File: config.mk
export PLATFORM = sky130hd
export DESIGN_NAME = lsu_mem_ctrl
export DESIGN_NICKNAME = d
export VERILOG_FILES = /design/src/rtl/lsu_pkg.sv /design/src/rtl/lsu_align.sv /design/src/rtl/lsu_mem_ctrl.sv
export SDC_FILE = /design/constraint.sdc
export NUM_CORES = 1
export LEC_CHECK = 0
export CAP_MARGIN = 20
export CORE_MARGIN = 3
export CORE_UTILIZATION = 46
export DETAILED_ROUTE_END_ITERATION = 16
export PLACE_DENSITY = 0.78
export SLEW_MARGIN = 20
export SYNTH_ARGS = -nofsm -noshare
export SYNTH_HDL_FRONTEND = slang
export SYNTH_HIERARCHICAL = 1
export SYNTH_SLANG_ARGS = --single-unit
File: constraint.sdc
create_clock -name clk -period 2 [get_ports clk]
set_clock_uncertainty 0.15 [all_clocks]
set_input_delay 0.4 -clock clk [delete_from_list [all_inputs] [get_ports clk]]
set_output_delay 0.4 -clock clk [all_outputs]
set_load 0.05 [all_outputs]
File: src/rtl/lsu_pkg.sv
// rtl/lsu_pkg.sv - shared width codes, FSM encoding and access checks for the LSU
package lsu_pkg;

  // RV32I load/store width codes carried in funct3
  localparam logic [2:0] F3_B  = 3'b000;
  localparam logic [2:0] F3_H  = 3'b001;
  localparam logic [2:0] F3_W  = 3'b010;
  localparam logic [2:0] F3_BU = 3'b100;
  localparam logic [2:0] F3_HU = 3'b101;

  // Access size carried in funct3[1:0]; funct3[2] selects zero extension
  localparam logic [1:0] SZ_B = 2'b00;
  localparam logic [1:0] SZ_H = 2'b01;

  typedef enum logic [2:0] {
    IDLE = 3'd0,
    RD   = 3'd1,
    WR   = 3'd2,
    LDW  = 3'd3,
    RESP = 3'd4
  } lsu_state_t;

  // An access is rejected when misaligned for its width or when the width
  // code is not a legal load/store encoding (unsigned codes are load-only).
  function automatic logic access_err(input logic [2:0] funct3,
                                      input logic       write,
                                      input logic [1:0] addr_lo);
    logic err;
    case (funct3)
      F3_B:    err = 1'b0;
      F3_H:    err = addr_lo[0];
      F3_W:    err = (addr_lo != 2'b00);
      F3_BU:   err = write;
      F3_HU:   err = write | addr_lo[0];
      default: err = 1'b1;
    endcase
    return err;
  endfunction

endpackage

File: src/rtl/lsu_align.sv
// rtl/lsu_align.sv - load lane extraction/extension and store byte-lane merge
module lsu_align
  import lsu_pkg::*;
(
  input  logic [2:0]  funct3,
  input  logic [1:0]  addr_lo,
  input  logic [31:0] word,
  input  logic [31:0] wdata,
  output logic [31:0] load_data,
  output logic [31:0] store_word
);

  logic [7:0]  lane_byte;
  logic [15:0] lane_half;
  logic        sign_ext;

  // Select the addressed byte and half out of the memory word
  always_comb begin
    lane_byte = word[7:0];
    case (addr_lo)
      2'd0: lane_byte = word[7:0];
      2'd1: lane_byte = word[15:8];
      2'd2: lane_byte = word[23:16];
      2'd3: lane_byte = word[31:24];
      default: lane_byte = word[7:0];
    endcase
    lane_half = addr_lo[1] ? word[31:16] : word[15:0];
    sign_ext  = ~funct3[2];
  end

  // Extend the selected lane to 32 bits; word accesses pass straight through
  always_comb begin
    load_data = word;
    case (funct3[1:0])
      SZ_B:    load_data = {{24{sign_ext & lane_byte[7]}}, lane_byte};
      SZ_H:    load_data = {{16{sign_ext & lane_half[15]}}, lane_half};
      default: load_data = word;
    endcase
  end

  // Replace only the addressed byte or half of the old word with store data
  always_comb begin
    store_word = word;
    case (funct3[1:0])
      SZ_B: begin
        case (addr_lo)
          2'd0: store_word[7:0]   = wdata[7:0];
          2'd1: store_word[15:8]  = wdata[7:0];
          2'd2: store_word[23:16] = wdata[7:0];
          2'd3: store_word[31:24] = wdata[7:0];
          default: store_word = word;
        endcase
      end
      SZ_H: begin
        if (addr_lo[1]) store_word[31:16] = wdata[15:0];
        else            store_word[15:0]  = wdata[15:0];
      end
      default: store_word = wdata;
    endcase
  end

endmodule

File: src/rtl/lsu_mem_ctrl.sv
// rtl/lsu_mem_ctrl.sv - load/store unit controller with loader port and sub-word RMW
module lsu_mem_ctrl
  import lsu_pkg::*;
#(
  parameter int ADDR_W = 32
) (
  input  logic              clk,
  input  logic              rst_n,
  input  logic              req_valid,
  output logic              req_ready,
  input  logic              req_write,
  input  logic [2:0]        req_funct3,
  input  logic [ADDR_W-1:0] req_addr,
  input  logic [31:0]       req_wdata,
  output logic              resp_valid,
  output logic [31:0]       resp_rdata,
  output logic              resp_err,
  input  logic              ld_valid,
  output logic              ld_ready,
  input  logic [ADDR_W-1:0] ld_addr,
  input  logic [31:0]       ld_wdata,
  output logic              mem_write_en,
  output logic [ADDR_W-1:0] mem_addr,
  output logic [31:0]       mem_write_data,
  input  logic [31:0]       mem_read_data
);

  lsu_state_t        state;
  logic [ADDR_W-1:0] addr_q;
  logic [2:0]        funct3_q;
  logic              write_q;
  logic [31:0]       wdata_q;
  logic [31:0]       merge_q;
  logic [ADDR_W-1:0] ld_addr_q;
  logic [31:0]       ld_wdata_q;
  logic              resp_valid_q;
  logic [31:0]       resp_rdata_q;
  logic              resp_err_q;

  logic [31:0]       load_data;
  logic [31:0]       store_word;
  logic              cpu_take;
  logic              ld_take;
  logic              req_bad;

  lsu_align u_align (
    .funct3     (funct3_q),
    .addr_lo    (addr_q[1:0]),
    .word       (mem_read_data),
    .wdata      (wdata_q),
    .load_data  (load_data),
    .store_word (store_word)
  );

  // The loader wins whenever it asks; the CPU only sees ready when it is quiet
  always_comb begin
    ld_ready  = (state == IDLE);
    req_ready = (state == IDLE) && !ld_valid;
    ld_take   = ld_ready && ld_valid;
    cpu_take  = req_ready && req_valid;
    req_bad   = access_err(req_funct3, req_write, req_addr[1:0]);
  end

  // Memory port decoded from the registered state; writes are cut by reset
  always_comb begin
    mem_addr       = '0;
    mem_write_data = 32'h0;
    case (state)
      RD: mem_addr = addr_q >> 2;
      WR: begin
        mem_addr       = addr_q >> 2;
        mem_write_data = (funct3_q == F3_W) ? wdata_q : merge_q;
      end
      LDW: begin
        mem_addr       = ld_addr_q;
        mem_write_data = ld_wdata_q;
      end
      default: begin
        mem_addr       = '0;
        mem_write_data = 32'h0;
      end
    endcase
    mem_write_en = rst_n && ((state == WR) || (state == LDW));
  end

  assign resp_valid = resp_valid_q;
  assign resp_rdata = resp_rdata_q;
  assign resp_err   = resp_err_q;

  // Main sequencer: accept, access memory, and post a one-cycle response
  always_ff @(posedge clk) begin
    if (!rst_n) begin
      state        <= IDLE;
      addr_q       <= '0;
      funct3_q     <= 3'b000;
      write_q      <= 1'b0;
      wdata_q      <= 32'h0;
      merge_q      <= 32'h0;
      ld_addr_q    <= '0;
      ld_wdata_q   <= 32'h0;
      resp_valid_q <= 1'b0;
      resp_rdata_q <= 32'h0;
      resp_err_q   <= 1'b0;
    end else begin
      resp_valid_q <= 1'b0;
      case (state)
        IDLE: begin
          if (ld_take) begin
            ld_addr_q  <= ld_addr;
            ld_wdata_q <= ld_wdata;
            state      <= LDW;
          end else if (cpu_take) begin
            addr_q   <= req_addr;
            funct3_q <= req_funct3;
            write_q  <= req_write;
            wdata_q  <= req_wdata;
            if (req_bad) begin
              resp_valid_q <= 1'b1;
              resp_rdata_q <= 32'h0;
              resp_err_q   <= 1'b1;
              state        <= RESP;
            end else if (req_write && (req_funct3 == F3_W)) begin
              state <= WR;
            end else begin
              // loads and sub-word stores both start by reading the word
              state <= RD;
            end
          end
        end
        RD: begin
          if (write_q) begin
            merge_q <= store_word;
            state   <= WR;
          end else begin
            resp_valid_q <= 1'b1;
            resp_rdata_q <= load_data;
            resp_err_q   <= 1'b0;
            state        <= RESP;
          end
        end
        WR: begin
          resp_valid_q <= 1'b1;
          resp_rdata_q <= 32'h0;
          resp_err_q   <= 1'b0;
          state        <= RESP;
        end
        LDW: begin
          state <= IDLE;
        end
        RESP: begin
          state <= IDLE;
        end
        default: begin
          state <= IDLE;
        end
      endcase
    end
  end

endmodule

==> flow_metrics.py <==
metrics = {
    "synth": {
        "syn_inst": 1372,
        "ys_seq_area_frac": 0.3566,
        "syn_area_per_cell_sq_um": 8.224,
        "synth_largest_area_cell": "dfxtp_1",
        "synthTopCellsByArea": "dfxtp_1 36%, nand2_1 8.6%, a21boi_1 6.6%",
        "synth_cell_type_count": 68,
        "yosysWarnings": 6,
        "synthArstFlopShare": 0,
        "synth_most_common_cell": "nand2_1",
        "syn_area_sq_um": 11280,
        "synth_top_area_frac": 0.3566,
        "ys_ff_latch": 201,
        "synth-edff-count": 0,
        "synthTopCellsByCount": "260 x nand2_1, 201 x dfxtp_1, 144 x nand3_1",
        "syn_nets": 1540,
        "synth_top_flop_cell": "dfxtp_1",
    },
    "routing": {
        "drc": 0,
        "via_per_inst": 6.152,
        "postRouteAntennaNets": 0,
        "dr.pass1.iters": 6,
        "wl_per_cell_um": 23.37,
        "num_vias": 12530,
        "drt-initial-drc-count": 1259,
        "totalWireLength_mm": 47.60,
    },
    "global_routing": {
        "use_met2": 0.5217,
        "grt_util_all_layers": 0.3110,
        "antenna_found_initial": 2,
        "top_usage_layer": "met2",
        "grtUsageMet1": 0.3863,
        "first_global_vias": 11880,
        "grt_pass1_wl_mm": 65.92,
        "gr-total-overflow": 0,
        "met3_usage": 0.09283,
        "grt_max_degree": 106,
    },
    "power": {
        "power.density_nw_per_um2": 779.0,
        "power.total_uw": 14320,
        "p_leak_uw": 0.006981,
        "peakVddDrop_uv": 722.5,
    },
    "status": {
        "violations": "setup timing",
        "status": "finished, violations left",
    },
    "final_layout": {
        "layout.nets": 1870,
        "final_core_util": 0.7737,
        "area_growth_pct": 62.87,
        "num_antenna_cells": 0,
        "drive_gt1_frac": 0.3143,
        "fin_area_sq_um": 18380,
        "stdcell_count": 2037,
    },
    "placed_design": {
        "port_buffers": 268,
        "place_hpwl_mm": 27.87,
        "gp_congestion": 0.9778,
        "dpl_cell_area_sq_um": 15640,
        "place_inst": 1950,
    },
    "clock_network": {
        "insertion_delay_ns": 0.52,
        "clk_pin_slew_worst_paths_ns": 0.06,
        "clock-sinks": 201,
        "numCtsBuffers": 22,
        "cts_hold_buf": 0,
        "cts_htree_levels": 1,
        "cts_root_buf": "clkbuf_16",
        "cts_buffer_depth": 3,
        "cts_tree": "done",
    },
    "setup_path": {
        "crit_start": "funct3_q[0]",
        "timing.rr.start": "state[1]",
        "crit_fanout": 6,
        "endpoint": "mem_write_data[14]",
        "startpoint_type": "flip-flop",
        "crit_arrival_ns": 2.01,
        "rr_worst_depth": 8,
        "worstSetupEndpointType": "output port",
        "worstPathRequired_ns": 1.45,
        "reg2reg_slack_ns": -0.10,
        "rr_endpoint": "ld_wdata_q[14]",
        "path_class": "reg2out",
    },
    "die": {
        "die-area_sq_um": 26440,
        "dieWidth_um": 162.6,
        "coreArea_sq_um": 23750,
        "die_h_um": 162.6,
        "io_pins": 269,
        "fp-row-count": 56,
        "start_util": 0.4750,
    },
    "timing": {
        "drv_slew": 0,
        "finalWorstSetupSlack_ns": -0.5588,
        "tightest_slew_ns": 0.6813,
        "period_minus_slack_ns": 2.559,
        "hold_viol": 0,
        "rsz0062_at_grt": "true",
        "relSlewSlack": 0.5458,
        "fmax_mhz": 390.8,
        "finalSetupViolCount": 109,
        "fin_crit_sh": 1.279,
    },
    "hold_path": {
        "holdCritPathClass": "in2reg",
    },
    "flow_run": {
        "cap_viol_max_count": 0,
    },
}
[logic make-up (layout without fill, tap and decap cells)]
kind of cell	after synthesis	after routing	share of synthesized area
flip-flops	201	201	0.3566
buffers and inverters	152	495	0.06853
multiplexers	86	86	0.07862
AO/OA/AOI/OAI	420	420	0.2743
AND/OR/NAND/NOR	512	515	0.2211
XOR/XNOR	1	1	0.0007764
[state kept, by name, summed over array words and instances (netlist names)]
signal	cells
addr_q	32
write_q	1
ld_addr_q	32
ld_wdata_q	32
state	3
wdata_q	32
resp_err	1
resp_rdata	32
funct3_q	3
merge_q	32
resp_valid	1
[metal layers]
layer | vias to the layer above | part of all wire
met5 | - | 0.00057
met4 | 4 | 0.036
met3 | 125 | 0.11
met2 | 720 | 0.47
met1 | 6038 | 0.38
li1 | 5644 | -
[through the flow]
step                hold WS, ns  TNS, ns  setup WS [ns]
floorplan                0.2804  -0.5073        -0.1946
detailed placement       0.2966   -49.25        -0.4218
global placement         0.2884   -43.43        -0.3168
CTS                      0.1866   -30.83        -0.5664
global route             0.1926   -35.44        -0.6088
finish                   0.1902   -31.67        -0.5588
[cell type report]
| cell class | count | area, sq um |
|---|---|---|
| Clock buffer | 31 | 645.6 |
| Clock inverter | 9 | 77.57 |
| Fill cell | 1457 | 5375 |
| Inverter | 3 | 11.26 |
| Multi-Input combinational cell | 1022 | 7863 |
| Sequential cell | 201 | 4033 |
| Tap cell | 319 | 399.1 |
| Timing Repair Buffer | 452 | 5349 |
[cells in the final DEF (no fill, tap or decap), types with 6 or more instances in the layout]
| cell | netlist | layout |
|---|---|---|
| buf_6 | 11 | 43 |
| and3_1 | 7 | 7 |
| a21boi_1 | 99 | 87 |
| a21boi_2 | 0 | 17 |
| mux2_2 | 10 | 10 |
| a22o_4 | 0 | 30 |
| buf_8 | 1 | 8 |
| a221o_1 | 17 | 17 |
| o21ai_4 | 0 | 30 |
| nand3_2 | 10 | 10 |
| nand3_1 | 144 | 144 |
| buf_16 | 0 | 9 |
| nand2_4 | 0 | 14 |
| mux2i_2 | 0 | 6 |
| a21boi_0 | 65 | 60 |
| and2_1 | 42 | 40 |
| o311ai_1 | 32 | 20 |
| nand2_1 | 260 | 226 |
| buf_12 | 0 | 72 |
| o211ai_1 | 23 | 23 |
| clkbuf_16 | 0 | 35 |
| o211ai_2 | 9 | 9 |
| o221ai_1 | 16 | 16 |
| nand2_2 | 0 | 20 |
| dfxtp_2 | 0 | 7 |
| buf_4 | 12 | 141 |
| o311ai_4 | 0 | 8 |
| o21ai_0 | 86 | 66 |
| mux2i_1 | 74 | 53 |
| mux2i_4 | 0 | 15 |
| clkdlybuf4s50_1 | 0 | 165 |
| o21ai_1 | 19 | 6 |
| dfxtp_1 | 201 | 194 |
[worst min-delay path by stage]
| stage | to | start | depth (start not counted) | slack, ns |
|---|---|---|---|---|
| after global placement | ld_addr_q[30] | ld_addr_q[30] | 2 | 0.29 |
| after global routing | resp_err | rst_n | 3 | 0.19 |
| after CTS | resp_err | rst_n | 3 | 0.19 |
| after detailed placement | ld_addr_q[5] | ld_addr_q[5] | 2 | 0.30 |
| final | resp_err | rst_n | 3 | 0.19 |
| after floorplan | ld_addr_q[30] | ld_addr_q[30] | 2 | 0.28 |
[critical path, stage by stage (launching register included)]
cell     delay [ns]
dfxtp_2        0.33
nor3b_4        0.19
buf_6          0.15
buf_6          0.19
mux2i_2        0.26
buf_4          0.16
o21ai_4        0.05
buf_6          0.15
[report_power, final]
part           total, uW  internal [uW]  switching [uW]
Sequential          4670           4380             296
Clock               4130           2380            1750
Combinational       5510           2380            3130
[repair_timing]
item	in CTS	in global routing
setup buffers	22	6
cloned	13	20
setup endpoints to repair	84	184
pin swaps	17	55
gates resized for setup	127	148
No activity file was read; power rests on OpenSTA's default activity.
